## src/rtl/kernel_buffer_pp.sv

```systemverilog
// Ping-pong kernel buffer: two banks of DEPTH words; one bank fills while the other
// is replayed reuse_count times, with s_last framing checked against the word count.
`timescale 1ns/1ps
module kernel_buffer_pp #(
   parameter int DATA_WIDTH = 16,
   parameter int UNITS      = 10,
   parameter int DEPTH      = 9,
   parameter int REUSE_W    = 8
) (
   input  logic                        clk,
   input  logic                        rstn,
   input  logic                        s_valid,
   output logic                        s_ready,
   input  logic [DATA_WIDTH*UNITS-1:0] s_data,
   input  logic                        s_last,
   input  logic [REUSE_W-1:0]          reuse_count,
   output logic                        m_valid,
   input  logic                        m_ready,
   output logic [DATA_WIDTH*UNITS-1:0] m_data,
   output logic                        m_last,
   output logic                        err
);

   // Handshake: a word moves on a side exactly in a cycle where valid and ready are
   // both high at the rising edge; ready/valid here depend only on registered state.

   localparam int W  = DATA_WIDTH * UNITS;
   localparam int AW = (DEPTH > 1) ? $clog2(DEPTH) : 1;
   localparam logic [AW-1:0] LAST_ADDR = AW'(DEPTH - 1);

   logic [W-1:0]       r_mem [2][DEPTH];
   logic [1:0]         r_full;
   logic               r_wr_bank;
   logic               r_rd_bank;
   logic [AW-1:0]      r_wr_addr;
   logic [AW-1:0]      r_rd_addr;
   logic [REUSE_W-1:0] r_pass_cnt;
   logic [REUSE_W-1:0] r_pass_target;
   logic               r_err;

   logic               w_wr;
   logic               w_wr_end;
   logic               w_wr_done;
   logic               w_rd_xfer;
   logic               w_rd_wrap;
   logic               w_first_xfer;
   logic [REUSE_W-1:0] w_reuse_eff;
   logic [REUSE_W:0]   w_pass_inc;
   logic               w_release;

   assign s_ready = ~r_full[r_wr_bank];
   assign m_valid = r_full[r_rd_bank];
   assign m_data  = r_mem[r_rd_bank][r_rd_addr];
   assign m_last  = m_valid & (r_rd_addr == LAST_ADDR);
   assign err     = r_err;

   assign w_wr      = s_valid & s_ready;
   assign w_wr_end  = (r_wr_addr == LAST_ADDR);
   assign w_wr_done = w_wr & w_wr_end;

   assign w_rd_xfer    = m_valid & m_ready;
   assign w_rd_wrap    = w_rd_xfer & (r_rd_addr == LAST_ADDR);
   assign w_first_xfer = (r_rd_addr == '0) && (r_pass_cnt == '0);
   assign w_reuse_eff  = (reuse_count == '0) ? REUSE_W'(1) : reuse_count;
   assign w_pass_inc   = {1'b0, r_pass_cnt} + 1'b1;
   // The target is latched on the first transfer, which can never also be the wrap
   // because DEPTH >= 2, so the wrap always compares against the latched value.
   assign w_release    = w_rd_wrap & (w_pass_inc == {1'b0, r_pass_target});

   always_ff @(posedge clk or negedge rstn) begin
      if (!rstn) begin
         for (int b = 0; b < 2; b++) begin
            for (int a = 0; a < DEPTH; a++) begin
               r_mem[b][a] <= '0;
            end
         end
      end else if (w_wr) begin
         r_mem[r_wr_bank][r_wr_addr] <= s_data;
      end
   end

   always_ff @(posedge clk or negedge rstn) begin
      if (!rstn) begin
         r_wr_bank <= 1'b0;
         r_wr_addr <= '0;
         r_err     <= 1'b0;
      end else if (w_wr) begin
         if (w_wr_end) begin
            r_wr_addr <= '0;
            r_wr_bank <= ~r_wr_bank;
         end else begin
            r_wr_addr <= r_wr_addr + 1'b1;
         end
         if (s_last ^ w_wr_end) begin
            r_err <= 1'b1;
         end
      end
   end

   // Release and fill never target the same bank in one cycle: a full bank refuses writes.
   always_ff @(posedge clk or negedge rstn) begin
      if (!rstn) begin
         r_full <= 2'b00;
      end else begin
         if (w_release && !r_rd_bank) r_full[0] <= 1'b0;
         if (w_release &&  r_rd_bank) r_full[1] <= 1'b0;
         if (w_wr_done && !r_wr_bank) r_full[0] <= 1'b1;
         if (w_wr_done &&  r_wr_bank) r_full[1] <= 1'b1;
      end
   end

   always_ff @(posedge clk or negedge rstn) begin
      if (!rstn) begin
         r_rd_bank     <= 1'b0;
         r_rd_addr     <= '0;
         r_pass_cnt    <= '0;
         r_pass_target <= '0;
      end else if (w_rd_xfer) begin
         if (w_first_xfer) begin
            r_pass_target <= w_reuse_eff;
         end
         if (w_rd_wrap) begin
            r_rd_addr <= '0;
            if (w_release) begin
               r_pass_cnt <= '0;
               r_rd_bank  <= ~r_rd_bank;
            end else begin
               r_pass_cnt <= w_pass_inc[REUSE_W-1:0];
            end
         end else begin
            r_rd_addr <= r_rd_addr + 1'b1;
         end
      end
   end

endmodule

```

## config.mk

```make
export PLATFORM = sky130hd
export DESIGN_NAME = kernel_buffer_pp
export DESIGN_NICKNAME = d
export VERILOG_FILES = /design/src/rtl/kernel_buffer_pp.sv
export SDC_FILE = /design/constraint.sdc
export NUM_CORES = 2
export LEC_CHECK = 0
export CORE_UTILIZATION = 55
export CTS_BUF_LIST = sky130_fd_sc_hd__clkbuf_4
export DETAILED_ROUTE_END_ITERATION = 8
export GPL_ROUTABILITY_DRIVEN = 0
export PLACE_DENSITY = 0.7
export SYNTH_ARGS = -nofsm -noshare
export SYNTH_HDL_FRONTEND = slang
export SYNTH_SLANG_ARGS = --single-unit
```

## constraint.sdc

```tcl
create_clock -name clk -period 5.85 [get_ports clk]
set_input_delay 1.17 -clock clk [delete_from_list [all_inputs] [get_ports clk]]
set_output_delay 1.17 -clock clk [all_outputs]
set_load 0.02 [all_outputs]
```

==> metrics.md <==
| Metric | Value |
|---|---|
| Prevailing post-synth register cell | `dfrtp_1` |
| Post-synthesis async set-or-reset flop share | `1.000` |
| Routed Antenna Nets | `0` |
| Register bit total from synthesis | `2909` |
| Core box area | `235400 um^2` |
| Critical Path Max Stage Delay | `830 ps` |
| DRC viols | `0` |
| CP top delay family | `buffers and inverters` |
| CTS max path bufs | `4` |
| Number of H-tree levels | `6` |
| Worst Path Arrival | `4630 ps` |
| Slowest stage cell, crit path | `o22ai_1` |
| Post-synthesis cell count | `8046` |
| Drt total wl | `332000 um` |
| 1st-pass router iterations | `5` |
| Layout cells sized above 1 | `0.5562` |
| Reg clk slew, reported paths | `80 ps` |
| GR Overflow Total | `0` |
| Place WS | `1168 ps` |
| Synthesis-to-finish area growth | `13.04%` |
| Final nets | `8812` |
| Hold Vio Cnt, Final | `0` |
| Final-report max-slew violation count | `0` |
| Worst EP required | `4680 ps` |
| FF-to-FF path depth | `8` |
| Starting DRT DRC Count | `4651` |
| Final worst-path cycle share | `0.9920` |
| Buffers & Inverters on Critical Path | `2` |
| Number of I/O pins | `337` |
| WL per Instance | `26.93 um` |
| Max cap viols | `0` |
| Filler cells | `17.53k` |
| Largest net degree at the start of global routing | `183` |
| Total number of vias | `75.35k` |
| Setup CP Type | `flip-flop to primary output` |
| Static Leak | `67.13 nW` |
| Crit-path cells | `inv_6 > nand2_2 > o22ai_1 > clkdlybuf4s50_1` |
| Setup WS post-layout | `46.91 ps` |
| Post-synth EDFFs | `0` |
| Detail Placement HPWL | `176400 um` |
| Final setup fails | `0` |
| Synth unique cells | `48` |
| Worst skew pair latency | `1450 ps` |
| Pwr dens | `525.1 nW/um^2` |
| GRT Util Overall | `0.2832` |
| Final hold slack | `326.4 ps` |
| Vias in the first global route | `82.09k` |
| Seq/Total Area, Yosys | `0.5582` |
| Worst Clk Skew | `100.9 ps` |
| Initial Utilization | `0.5540` |
| Max VDD drop | `371.3 uV` |
| Synth warn | `0` |
| Die area | `239100 um^2` |
| Antenna violations before repair | `44` |
| Root buf cell | `clkbuf_4` |
| Final min period | `5803 ps` |
| Die W | `488.9 um` |
| Syn avg cell area | `16.21 um^2` |
| CP endpoint kind | `primary output` |
| F_max | `172.3 MHz` |
| Via-per-instance ratio | `6.112` |
| Total CTS buffers | `768` |
| Type of the most critical hold path | `input pin to async pin` |
| Worst path depth | `4` |
| Normalized max-slew margin | `0.2311` |
| Clock tree sinks | `2909` |
| Critical Path Start Type | `flip-flop` |
| Syn nets | `8227` |
| Worst-path maximum fanout | `23` |
| Number of port buffers | `336` |
| Worst slew pin tran | `1153 ps` |
| Status | `completed` |
| Global-route wire length before repair | `509400 um` |
| Row cnt | `178` |
| Post-Syn Area | `130400 um^2` |
| CTS tree | `done` |
| Die extent in y | `488.9 um` |
-- final cells by class --
type	instances	area [um^2]	area share
tap	3150	3941	0.02674
antenna	27	67.56	0.0004584
clock buffer	1197	8986	0.06096
sequential	2909	72810	0.4939
inverter	11	63.81	0.0004329
multi-input combinational	4409	54910	0.3725
clock inverter	93	620.6	0.004210
timing repair buffer	532	6013	0.04079
-- what timing repair did --
item	4_1_cts	5_1_grt
hold buffers	1	0
cloned	0	0
setup buffers	12	0
pin swaps	0	0
endpoints found under the setup margin	160	5
gates resized for setup	24	4
endpoints found under the hold margin	59	0
-- worst paths after layout --
| kind | end | from | slack, ps |
|---|---|---|---|
| max in group asynchronous | r_mem[1514] | rstn | 3790 |
| worst max register to register | r_rd_bank | r_rd_addr[1] | 1520 |
| min in group clk | r_pass_target[0] | reuse_count[0] | 360 |
| worst max-delay path | m_data[58] | r_rd_addr[3] | 50 |
| worst min register to register | err | err | 460 |
| worst min-delay path | r_mem[645] | rstn | 330 |
-- routing by layer --
metal,global-route usage,vias up,share of wire
met5,0,-,0.00055
met4,0.09792,30,0.028
met3,0.04935,578,0.046
met2,0.4563,1854,0.49
met1,0.3901,41090,0.44
li1,-,31800,-
-- cells in the final DEF (no fill, tap or decap), drive strengths merged, types with 10 or more instances in the layout --
| cell | instances |
|---|---|
| buf | 196 |
| mux2i | 275 |
| a2bb2oi | 22 |
| nand2 | 122 |
| nand3 | 10 |
| clkdlybuf4s50 | 335 |
| xnor2 | 11 |
| nor2 | 41 |
| clkbuf | 1197 |
| a21oi | 29 |
| mux4 | 732 |
| clkinv | 64 |
| o22a | 46 |
| o22ai | 22 |
| o21ai | 147 |
| diode | 27 |
| dfrtp | 2909 |
| inv | 24 |
| mux2 | 2891 |
-- per-stage QoR --
stage	instance area, um^2	utilization	instances	power [W]	setup TNS (ps)
floorplan	130400	-	8046	0.05062	0
global placement	137400	0.5838	11000	0.05862	0
detailed placement	137400	0.5838	11000	0.05987	0
CTS	147300	0.6258	12300	0.07797	-351.2
global route	147400	0.6261	12320	0.08163	-138.8
finish	147400	0.6262	12330	0.07741	0
-- state kept, by name (all words and copies together), names as in the netlist --
register,cells
r_mem,2880
r_pass_cnt,8
r_pass_target,8
r_rd_addr,4
r_wr_addr,4
r_full,2
err,1
r_rd_bank,1
r_wr_bank,1
-- report_power, final --
| group | switching, W | total [W] | internal (W) |
|---|---|---|---|
| combinational | 0.0117 | 0.0270 | 0.0153 |
| sequential | 0.00412 | 0.0327 | 0.0285 |
| clock | 0.00817 | 0.0177 | 0.00953 |
-- Yosys cell counts (3+ instances only) --
| cell | count | area (um^2) |
|---|---|---|
| o22a_1 | 46 | 402.9 |
| nor2_1 | 41 | 153.9 |
| nor4_1 | 3 | 18.77 |
| nor3_1 | 6 | 30.03 |
| buf_2 | 97 | 485.5 |
| buf_1 | 126 | 473.0 |
| a31oi_1 | 5 | 31.28 |
| mux4_2 | 732 | 16490 |
| a2bb2oi_1 | 22 | 192.7 |
| o22ai_1 | 22 | 137.6 |
| nand2b_1 | 6 | 37.54 |
| ha_1 | 8 | 100.1 |
| inv_1 | 9 | 33.78 |
| nand3b_1 | 3 | 22.52 |
| nand3_1 | 10 | 50.05 |
| o21ai_0 | 147 | 735.7 |
| clkbuf_1 | 476 | 1787 |
| xor2_1 | 5 | 43.79 |
| dfrtp_1 | 2909 | 72790 |
| mux2i_1 | 275 | 2753 |
| buf_4 | 17 | 127.6 |
| nand2_1 | 122 | 457.9 |
| xnor2_1 | 11 | 96.34 |
| mux2_2 | 2890 | 32540 |
| a21oi_1 | 29 | 145.1 |
-- logic make-up after synthesis --
kind of cell               after synthesis  share of synthesized area
muxes                                 3898                     0.3972
AOI/OAI and AO/OA                      280                    0.01326
DFF                                   2909                     0.5582
adders and majority gates                8                  0.0007676
and+or+nand+nor                        207                   0.007071
xor gates and xnor gates                16                   0.001075
buffers and inverters                  728                    0.02243
Power figures use the tool's default switching activity.
